[src/rtl/pipe_hazard_ctrl.sv]
// Pipeline sequencer for the 3-stage core: PC/IF-ID/ID-EX advance, hold and flush
// control, multi-cycle EX tracking and saturating stall/flush counters.
//
// state   | meaning
// RUN     | normal operation, hazards and redirects evaluated every cycle
// MC_WAIT | multi-cycle EX op in flight, front end frozen until mc_done
// JFLUSH  | cycle after a redirect, ID and EX hold bubbles
module pipe_hazard_ctrl #(
   parameter int ADDR_W = 32,
   parameter int REG_W  = 5,
   parameter int CNT_W  = 32
) (
   input  logic              clk,
   input  logic              rstn,
   input  logic [REG_W-1:0]  id_rs1_addr,
   input  logic [REG_W-1:0]  id_rs2_addr,
   input  logic              id_rs1_re,
   input  logic              id_rs2_re,
   input  logic [REG_W-1:0]  ex_rd_addr,
   input  logic              ex_mem_read,
   input  logic              ex_jump_req,
   input  logic [ADDR_W-1:0] ex_jump_addr,
   input  logic              ex_mc_start,
   input  logic              mc_done,
   input  logic              bus_wait,
   output logic              pc_hold,
   output logic              pc_jump,
   output logic [ADDR_W-1:0] pc_jump_addr,
   output logic              if_id_nop,
   output logic              if_id_jump,
   output logic              id_ex_flush,
   output logic              id_ex_hold,
   output logic [CNT_W-1:0]  stall_cnt,
   output logic [15:0]       flush_cnt
);

   typedef enum logic [1:0] {RUN, MC_WAIT, JFLUSH} state_t;

   state_t state;
   state_t state_nxt;
   logic   load_use;

   assign load_use = ex_mem_read && (ex_rd_addr != '0) &&
                     ((id_rs1_re && (id_rs1_addr == ex_rd_addr)) ||
                      (id_rs2_re && (id_rs2_addr == ex_rd_addr)));

   always_comb begin
      state_nxt   = state;
      pc_hold     = 1'b0;
      pc_jump     = 1'b0;
      if_id_nop   = 1'b0;
      if_id_jump  = 1'b0;
      id_ex_flush = 1'b0;
      id_ex_hold  = 1'b0;
      case (state)
         RUN: begin
            if (ex_jump_req) begin
               pc_jump     = 1'b1;
               if_id_jump  = 1'b1;
               id_ex_flush = 1'b1;
               state_nxt   = JFLUSH;
            end else if (ex_mc_start) begin
               // a same-cycle mc_done means the op finished in one cycle
               if (!mc_done) begin
                  pc_hold    = 1'b1;
                  if_id_nop  = 1'b1;
                  id_ex_hold = 1'b1;
                  state_nxt  = MC_WAIT;
               end
            end else if (load_use || bus_wait) begin
               pc_hold     = 1'b1;
               if_id_nop   = 1'b1;
               id_ex_flush = 1'b1;
            end
         end
         MC_WAIT: begin
            if (mc_done) begin
               state_nxt = RUN;
            end else begin
               pc_hold    = 1'b1;
               if_id_nop  = 1'b1;
               id_ex_hold = 1'b1;
            end
         end
         JFLUSH: begin
            if (bus_wait) begin
               pc_hold     = 1'b1;
               if_id_nop   = 1'b1;
               id_ex_flush = 1'b1;
            end
            state_nxt = RUN;
         end
         default: state_nxt = RUN;
      endcase
      if (!rstn) begin
         state_nxt   = RUN;
         pc_hold     = 1'b0;
         pc_jump     = 1'b0;
         if_id_nop   = 1'b0;
         if_id_jump  = 1'b0;
         id_ex_flush = 1'b0;
         id_ex_hold  = 1'b0;
      end
   end

   assign pc_jump_addr = pc_jump ? ex_jump_addr : '0;

   always_ff @(posedge clk) begin
      if (!rstn) begin
         state     <= RUN;
         stall_cnt <= '0;
         flush_cnt <= '0;
      end else begin
         state <= state_nxt;
         if (pc_hold && (stall_cnt != '1))
            stall_cnt <= stall_cnt + CNT_W'(1);
         if (pc_jump && (flush_cnt != '1))
            flush_cnt <= flush_cnt + 16'd1;
      end
   end

endmodule

[config.mk]
export PLATFORM = sky130hd
export DESIGN_NAME = pipe_hazard_ctrl
export DESIGN_NICKNAME = d
export VERILOG_FILES = /design/src/rtl/pipe_hazard_ctrl.sv
export SDC_FILE = /design/constraint.sdc
export NUM_CORES = 1
export LEC_CHECK = 0
export ABC_AREA = 1
export CAP_MARGIN = 20
export CORE_UTILIZATION = 40
export CTS_CLUSTER_SIZE = 25
export DETAILED_ROUTE_END_ITERATION = 16
export HOLD_SLACK_MARGIN = 0.08
export PLACE_DENSITY = 0.83
export SYNTH_ARGS = -nofsm -noshare
export SYNTH_HDL_FRONTEND = slang
export SYNTH_SLANG_ARGS = --single-unit
[constraint.sdc]
create_clock -name clk -period 1.8 [get_ports clk]
set_input_delay 0.36 -clock clk [delete_from_list [all_inputs] [get_ports clk]]
set_output_delay 0.36 -clock clk [all_outputs]
set_load 0.005 [all_outputs]
Word level (Yosys, flattened, before mapping)
Index checks and enable logic that the tools add are counted.
{"block": "word_totals", "wordCells": 49, "ff_bits": 50, "input_bits": 56}
{"block": "op_classes", "muxes": 24, "reduce_logical": 11, "n_eq_ne": 9, "n_addsub": 2}
{"cell": "adder 32 x 1 -> 32 bit (second input constant)", "count": 1}
{"cell": "2-to-1 mux 32 bit", "count": 1}
{"cell": "!= test 32 bit (second input constant)", "count": 1}
{"cell": "adder 16 x 1 -> 16 bit (second input constant)", "count": 1}
{"cell": "!= test 16 bit (second input constant)", "count": 1}
{"cell": "2-to-1 mux 1 bit", "count": 15}
{"cell": "equality test 5 bit", "count": 2}
{"cell": "2-to-1 mux 2 bit", "count": 4}
{"cell": "logical AND 1 bit", "count": 6}
{"cell": "!= test 3 bit (second input constant)", "count": 2}
{"cell": "nonzero test 5 bit", "count": 1}
{"cell": "case mux 1 bit (2 select lines)", "count": 2}
{"cell": "case mux 2 bit (2 select lines)", "count": 1}
{"cell": "case mux 1 bit (3 select lines)", "count": 1}
{"cell": "AND reduction 3 bit", "count": 1}
{"cell": "equality test 2 x 1 -> 1 bit (second input constant)", "count": 1}
{"cell": "equality test 2 bit (second input constant)", "count": 1}
{"cell": "logical NOT 2 bit", "count": 1}
{"cell": "logical OR 1 bit", "count": 2}
{"cell": "!= test 2 bit (second input constant)", "count": 1}

Longest topological paths before layout
Gate-level depths: netlist of the first run.
{"block": "depth", "depth_word": 11, "ltp_mapped": 14, "mapped_depth_nobuf": 14}

Worst setup path before layout of the first run
No wires, ideal clock.
{"block": "synth_path", "path_kind": "flip-flop to flip-flop", "startpoint": "register stall_cnt[0]", "endpoint": "register stall_cnt[9]", "stages_incl_launch_ff": 11, "path_slack_ns": -0.004, "t_arrival_ns": 1.672, "synth_period_minus_slack_ns": 1.804, "n_path_buf": 2, "path_cell_list": "dfxtp_1 > ha_1 > nand2_1 > inv_1 > nand3_2 > nor4_2 > nand3_1 > buf_2 > buf_6 > nand4_1 > a21oi_1"}
{"block": "synth_via", "elab_chain_cells": 2, "elab_cells_between_ends": 3}
{"item": "from (decl)", "line_no": "33", "rtl": "output logic [CNT_W-1:0] stall_cnt,"}
{"item": "from (signal assigned)", "line_no": "116", "rtl": "stall_cnt <= stall_cnt + CNT_W'(1);"}
{"item": "parallel branches: the longest is 2 deep, another holds adder 32 x 1 -> 32 bit"}
Parallel ways; which one is timed is not known.
A chain may end at the register's enable or synchronous reset.

Worst setup path in the final report of the first run
{"block": "layout_path", "startpoint": "register stall_cnt[4]", "endpoint": "register stall_cnt[13]"}
The elaborated chain is that of the path after synthesis.

==> results of run 1 <==
[placed cells by master, fill, tap and decap left out, drive strengths merged]
cell type / n
and3: 2
nor3: 23
clkdlybuf4s50: 79
dfxtp: 50
nand4: 46
ha: 2
nand3b: 2
clkinv: 1
o21ai: 9
nand3: 23
buf: 139
o21bai: 2
clkbuf: 9
inv: 82
clkinvlp: 1
nor4: 3
and2: 1
nor3b: 4
dlymetal6s2s: 2
xnor2: 10
a21oi: 39
nand2: 144
a31oi: 2
nor2: 93
dlygate4sd2: 8
o21a: 1
xor2: 18
clkdlybuf4s15: 1
[per-layer routing]
layer,vias to the layer above,track usage (%)
li1,2300,-
met1,2340,33.70
met2,323,52.98
met3,81,7.030
met4,0,16.92
met5,-,0
[worst max-delay path: stages (launching register included)]
cell and delay (ns):
dfxtp_2 0.37, nand2_1 0.11, nor2_4 0.18, nand3_4 0.12, nor4_4 0.31, nand3_2 0.16, nand3_4 0.15, buf_12 0.13
clkbuf_16 0.16, nand2_1 0.07, a21oi_1 0.12
[worst max-delay path by stage]
stage,end,slack [ns],depth (start not counted)
after floorplan,stall_cnt[9],0.001,10
after global routing,pc_hold,-0.21,7
after global placement,pc_hold,-0.74,12
final,stall_cnt[13],-0.16,10
after CTS,pc_jump_addr[30],-0.15,8
after detailed placement,pc_hold,-0.82,12
[repair_timing]
action,CTS,global route
gates resized for setup,289,176
setup buffers,26,7
cloned,4,4
endpoints found under the setup margin,71,76
pin swaps,35,52
[registers in the layout, indices dropped and copies added, names as in the netlist]
name       flops
state          2
flush_cnt     16
stall_cnt     32
[cells by family (layout without fill, tap and decap cells)]
| family | Yosys count | after routing | synth area share [%] |
|---|---|---|---|
| DFF | 50 | 50 | 28.40 |
| buffers and inverters | 108 | 322 | 12.71 |
| xor gates and xnor gates | 28 | 28 | 6.958 |
| AOI/OAI and AO/OA | 53 | 53 | 7.810 |
| adders and majority gates | 2 | 2 | 0.7099 |
| and+or+nand+nor | 341 | 341 | 43.42 |
[cell type report]
| cell class | count | area share, % |
|---|---|---|
| clock inverters | 2 | 0.1947 |
| multi-input cells | 424 | 42.59 |
| flip-flops and latches | 50 | 16.08 |
| well taps | 105 | 2.044 |
| repair buffers | 232 | 32.90 |
| clock buffers | 6 | 1.285 |
| inverters | 82 | 4.906 |
[power by group]
part / switching [mW] / leakage [nW] / total (mW) / internal [mW]
Sequential: 0.0103 / 0.414 / 1.12 / 1.11
Combinational: 0.331 / 2.33 / 0.664 / 0.333
Clock: 0.417 / 0.0472 / 0.727 / 0.310
[synth_stat cells]
cell      number  area (sq um)
nand2_1      143         536.8
dfxtp_1       50          1001
nand2_2        1         6.260
buf_1          4         15.01
nand4_1       46         287.8
nand3b_1       2         15.01
a21oi_1       39         195.2
buf_4          2         15.01
o21ai_0        9         45.04
xor2_1        18         157.7
a31oi_1        2         12.51
nor4_2         2         25.02
buf_2          4         20.02
nor3_1        22         110.1
and2_1         1         6.260
o21a_1         1         7.510
xnor2_1       10         87.58
clkbuf_1      12         45.04
nor2_1        91         341.6
inv_1         82         307.8
nor2_4         1         11.26
and3_1         2         12.51
buf_6          4         45.04
nor3_2         1         10.01
nor2_2         1         6.260
nor3b_1        4         30.03
nand3_2        2         20.02
nand3_1       21         105.1
ha_1           2         25.02
o21bai_1       2         15.01
nor4_1         1         6.260
[through the flow]
stage | instances | utilization (%) | power (mW) | setup WS, ns | cell area [sq um]
floorplan | 582 | - | 1.336 | 0.001064 | 3527
global placement | 859 | 64.22 | 1.607 | -0.7416 | 5383
detailed placement | 859 | 64.22 | 1.621 | -0.8203 | 5383
CTS | 896 | 68.73 | 2.387 | -0.1543 | 5761
global route | 901 | 76.68 | 2.611 | -0.2125 | 6427
finish | 901 | 76.68 | 2.514 | -0.1608 | 6427
==> impl_metrics.yaml, run 1 <==
final_layout:
  regArea_sq_um: 1033
  multi_input_area_sq_um: 2738
  syn_to_final_growth_pct: 82.36
  n_antenna_cell: 0
  fillCellCount: 604
  nets: 853
  drive_above_1_share_pct: 39.82
outcome:
  violations: "negative setup slack"
  status: "finished with violations"
grt:
  grt_max_degree: 48
  grt-ovfl-total: 0
  grt_pass1_vias: 4697
  grt_pass1_wl_mm: 21.74
  antenna_found_initial: 0
  globalRouteTotalUtil_pct: 30.28
cts:
  cts.root.buffer_cell: "clkbuf_8"
  cts_buffer_depth: 2
  path_clk_slew_ns: 0.10
  cts_tree: "yes"
  clk_latency_ns: 0.31
  cts_max_level: 2
  numClockSinks: 50
  cts_made_buffers: 5
  cts.hold.buffers_added: 0
synthesis:
  yosysSeqAreaShare_pct: 28.40
  synthCells: 582
  ys_ff_latch: 50
  ys_warn_count: 0
  synth_nets: 640
  synth.avg_cell_area_sq_um: 6.056
  synth_area_sq_um: 3525
  synth_cell_types: 31
route:
  routed_via_density: 5.598
  wl_met1_mm: 5.464
  drt_first_iter_violations: 440
  wl_met3_mm: 1.723
  wl_per_cell_microns: 17.58
  drc_errors: 0
  vias: 5044
  dr.max_layer_used: "met4"
  first_pass_iters: 5
  ant_nets: 0
  wl_met2_mm: 7.872
  wl_mm: 15.84
placed_design:
  gp_congestion: 0.9598
  place_hpwl_mm: 9.341
  port-buffer-count: 141
sta:
  timing.hold.ws_ns: 0.5007
  post-route-min-period_ns: 1.961
  setup_ws_ns: -0.1608
  min_period_over_period_pct: 108.9
  worst_pin_slew_ns: 0.5317
  max_freq_mhz: 510.0
  tns_ns: -6.985
  fin_skew_ns: 0.007547
  relSlewSlack_pct: 64.56
  slew_violations: 0
  rsz0062_at_grt: "true"
  setup_viol: 68
  hold_viol_final: 0
critical_path:
  criticalPathCategory: "flop to flop"
  critPathCaptureType: "flop"
  cp.required_ns: 2.04
  timing.rr.start: "stall_cnt[4]"
  path_max_fanout: 8
  crit_start: "stall_cnt[4]"
  cp-start-kind: "flop"
  cp.arrival_ns: 2.20
  reg2reg_to: "stall_cnt[13]"
  r2r_slack_ns: -0.16
  rr_worst_depth: 10
pwr:
  p_leak_nw: 2.794
  power.density_nw_per_um2: 391.1
  vdd_drop_max_v: 0.0003930
min_path:
  hold_class: "flop to flop"
  hold_end: "stall_cnt[17]"
  min_path_cells: 2
  hold_start: "stall_cnt[17]"
floorplanning:
  die_h_microns: 95.87
  initial_core_util_pct: 42.05
  rows: 33
  io_pins: 142
  fp.dieW_microns: 95.87
  core_area_sq_um: 8382
  dieArea_sq_um: 9191
run:
  cap_viol_max_count: 0
(Power assumes the default switching activity.)
==> inputs of run 2 (changes only) <==
- CELL_PAD_IN_SITES_DETAIL_PLACEMENT: not set -> 1
- CELL_PAD_IN_SITES_GLOBAL_PLACEMENT: not set -> 2
- CORE_UTILIZATION: 40 -> 19
- PLACE_DENSITY: 0.83 -> 0.8
==> impl_metrics.yaml, run 2 (synthesis gave the netlist of run 1 again) <==
run:
  cap_viol_max_count: 0
sta:
  setup_ws_ns: -0.1045
  setup_viol: 23
  worst_pin_slew_ns: 0.5883
  hold_viol_final: 0
  fin_skew_ns: 0.01206
  rsz0062_at_grt: "true"
  min_period_over_period_pct: 105.8
  post-route-min-period_ns: 1.905
  max_freq_mhz: 525.1
  slew_violations: 0
  relSlewSlack_pct: 60.78
  tns_ns: -1.361
critical_path:
  cp.required_ns: 1.44
  rr_worst_depth: 10
  r2r_slack_ns: -0.02
  path_max_fanout: 8
  cp.arrival_ns: 1.54
  criticalPathCategory: "flop to output port"
  critPathCaptureType: "output port"
  timing.rr.start: "stall_cnt[4]"
  crit_start: "state[1]"
  reg2reg_to: "stall_cnt[24]"
  cp-start-kind: "flop"
final_layout:
  syn_to_final_growth_pct: 87.79
  nets: 863
  largest-register: "stall_cnt"
  fillCellCount: 2251
  largest_reg_flops: 32
  final_cell_mix: "nand2_1 (103), buf_4 (86), clkdlybuf4s50_1 (82)"
  postLayoutCoreUtil_pct: 36.60
  reg_top3: "stall_cnt (32), flush_cnt (16), state (2)"
  n_antenna_cell: 0
  drive_above_1_share_pct: 38.09
  mostFrequentLayoutCell: "nand2_1"
placed_design:
  port-buffer-count: 141
  place_hpwl_mm: 11.46
  dp_slack_ns: -0.8532
  gp_congestion: 0.8174
cts:
  clk_latency_ns: 0.31
  cts_max_level: 2
  cts.hold.buffers_added: 0
  cts_tree: "yes"
  cts_made_buffers: 5
  cts.root.buffer_cell: "clkbuf_16"
  cts_buffer_depth: 2
  numClockSinks: 50
  path_clk_slew_ns: 0.07
pwr:
  vdd_drop_max_v: 0.0002790
  power.total_mw: 2.723
  p_leak_nw: 2.803
  power.density_nw_per_um2: 411.5
grt:
  grt_pass1_wl_mm: 23.29
  grt_max_degree: 48
  grt-ovfl-total: 0
  antenna_found_initial: 0
  globalRouteTotalUtil_pct: 15.37
  grt_pass1_vias: 4657
min_path:
  hold_class: "flop to flop"
  hold_end: "stall_cnt[10]"
  hold_start: "stall_cnt[10]"
  min_path_cells: 2
floorplanning:
  die_h_microns: 138.2
  io_pins: 142
  rows: 49
  dieArea_sq_um: 19100
  core_area_sq_um: 18090
  initial_core_util_pct: 19.49
  fp.dieW_microns: 138.2
outcome:
  violations: "design-rule violations, negative setup slack"
  status: "finished with violations"
route:
  drc_errors: 14
  wl_per_cell_microns: 15.31
  vias: 4683
  ant_nets: 0
  wl_mm: 15.85
  routed_via_density: 4.525
  drt_first_iter_violations: 158
  first_pass_iters: 10
==> run 2: cell types whose count changed in the layout (fill, tap and decap cells not counted), moves of 5 or more <==
cell	before	now
dfxtp_1	30	35
clkdlybuf4s15_2	0	10
nor2_4	12	7
buf_4	68	86
clkbuf_2	0	14
nor2_1	49	63
clkbuf_16	3	10
buf_6	14	5
buf_2	45	22
clkbuf_8	6	1
nor2_2	32	23
dfxtp_2	17	12
nand2_4	20	25
==> run 2: how the worst max path moves through the flow <==
stage / end / cells past startpoint
finish: pc_jump_addr[9] / 7
global route: pc_jump_addr[8] / 7
CTS: id_ex_hold / 6
detailed placement: pc_hold / 12
global placement: if_id_nop / 12
floorplan: stall_cnt[9] / 10
==> run 2: per-layer routing <==
layer	part of all wire, %	GRT usage, %
met1	41	17.87
met2	52	27.55
met3	5.9	4.399
met4	1.2	3.962
met5	0	0
==> run 2: layout make-up <==
type                       count  area (sq um)  area share [%]
timing repair buffer         242          2160           32.63
clock buffer                   7         142.6           2.155
tap                          229         286.5           4.329
multi-input combinational    424          2683           40.53
clock inverter                 1         5.005         0.07561
sequential                    50          1027           15.52
inverter                      82         315.3           4.764
==> run 2: what timing repair did <==
action | 4_1_cts | 5_1_grt
gates resized for setup | 176 | 198
setup endpoints to repair | 71 | 76
setup buffers | 1 | 8
gates cloned | 0 | 7
endpoints found under the hold margin | 0 | 0
pin swaps | 20 | 80
==> run 2: critical path, stage by stage, from the launching register on <==
cell and delay [ns]:
dfxtp_4 0.37, nor2_4 0.11, nand2_2 0.08, nor2_4 0.12, inv_4 0.08, clkbuf_16 0.16, nor2_2 0.08, dlygate4sd2_1 0.23
==> run 2: metrics by stage <==
stage,std cells,hold WS [ns],instance area [sq um]
floorplan,582,0.4834,3527
global placement,1012,0.5051,5751
detailed placement,1012,0.5102,5751
CTS,1021,0.5082,5967
global route,1035,0.5214,6619
finish,1035,0.5079,6619
==> run 2: power breakdown <==
group / switching [mW] / internal [mW] / total (mW)
combinational: 0.296 / 0.288 / 0.584
clock: 0.465 / 0.554 / 1.02
sequential: 0.00951 / 1.11 / 1.12
total: 0.770 / 1.95 / 2.72
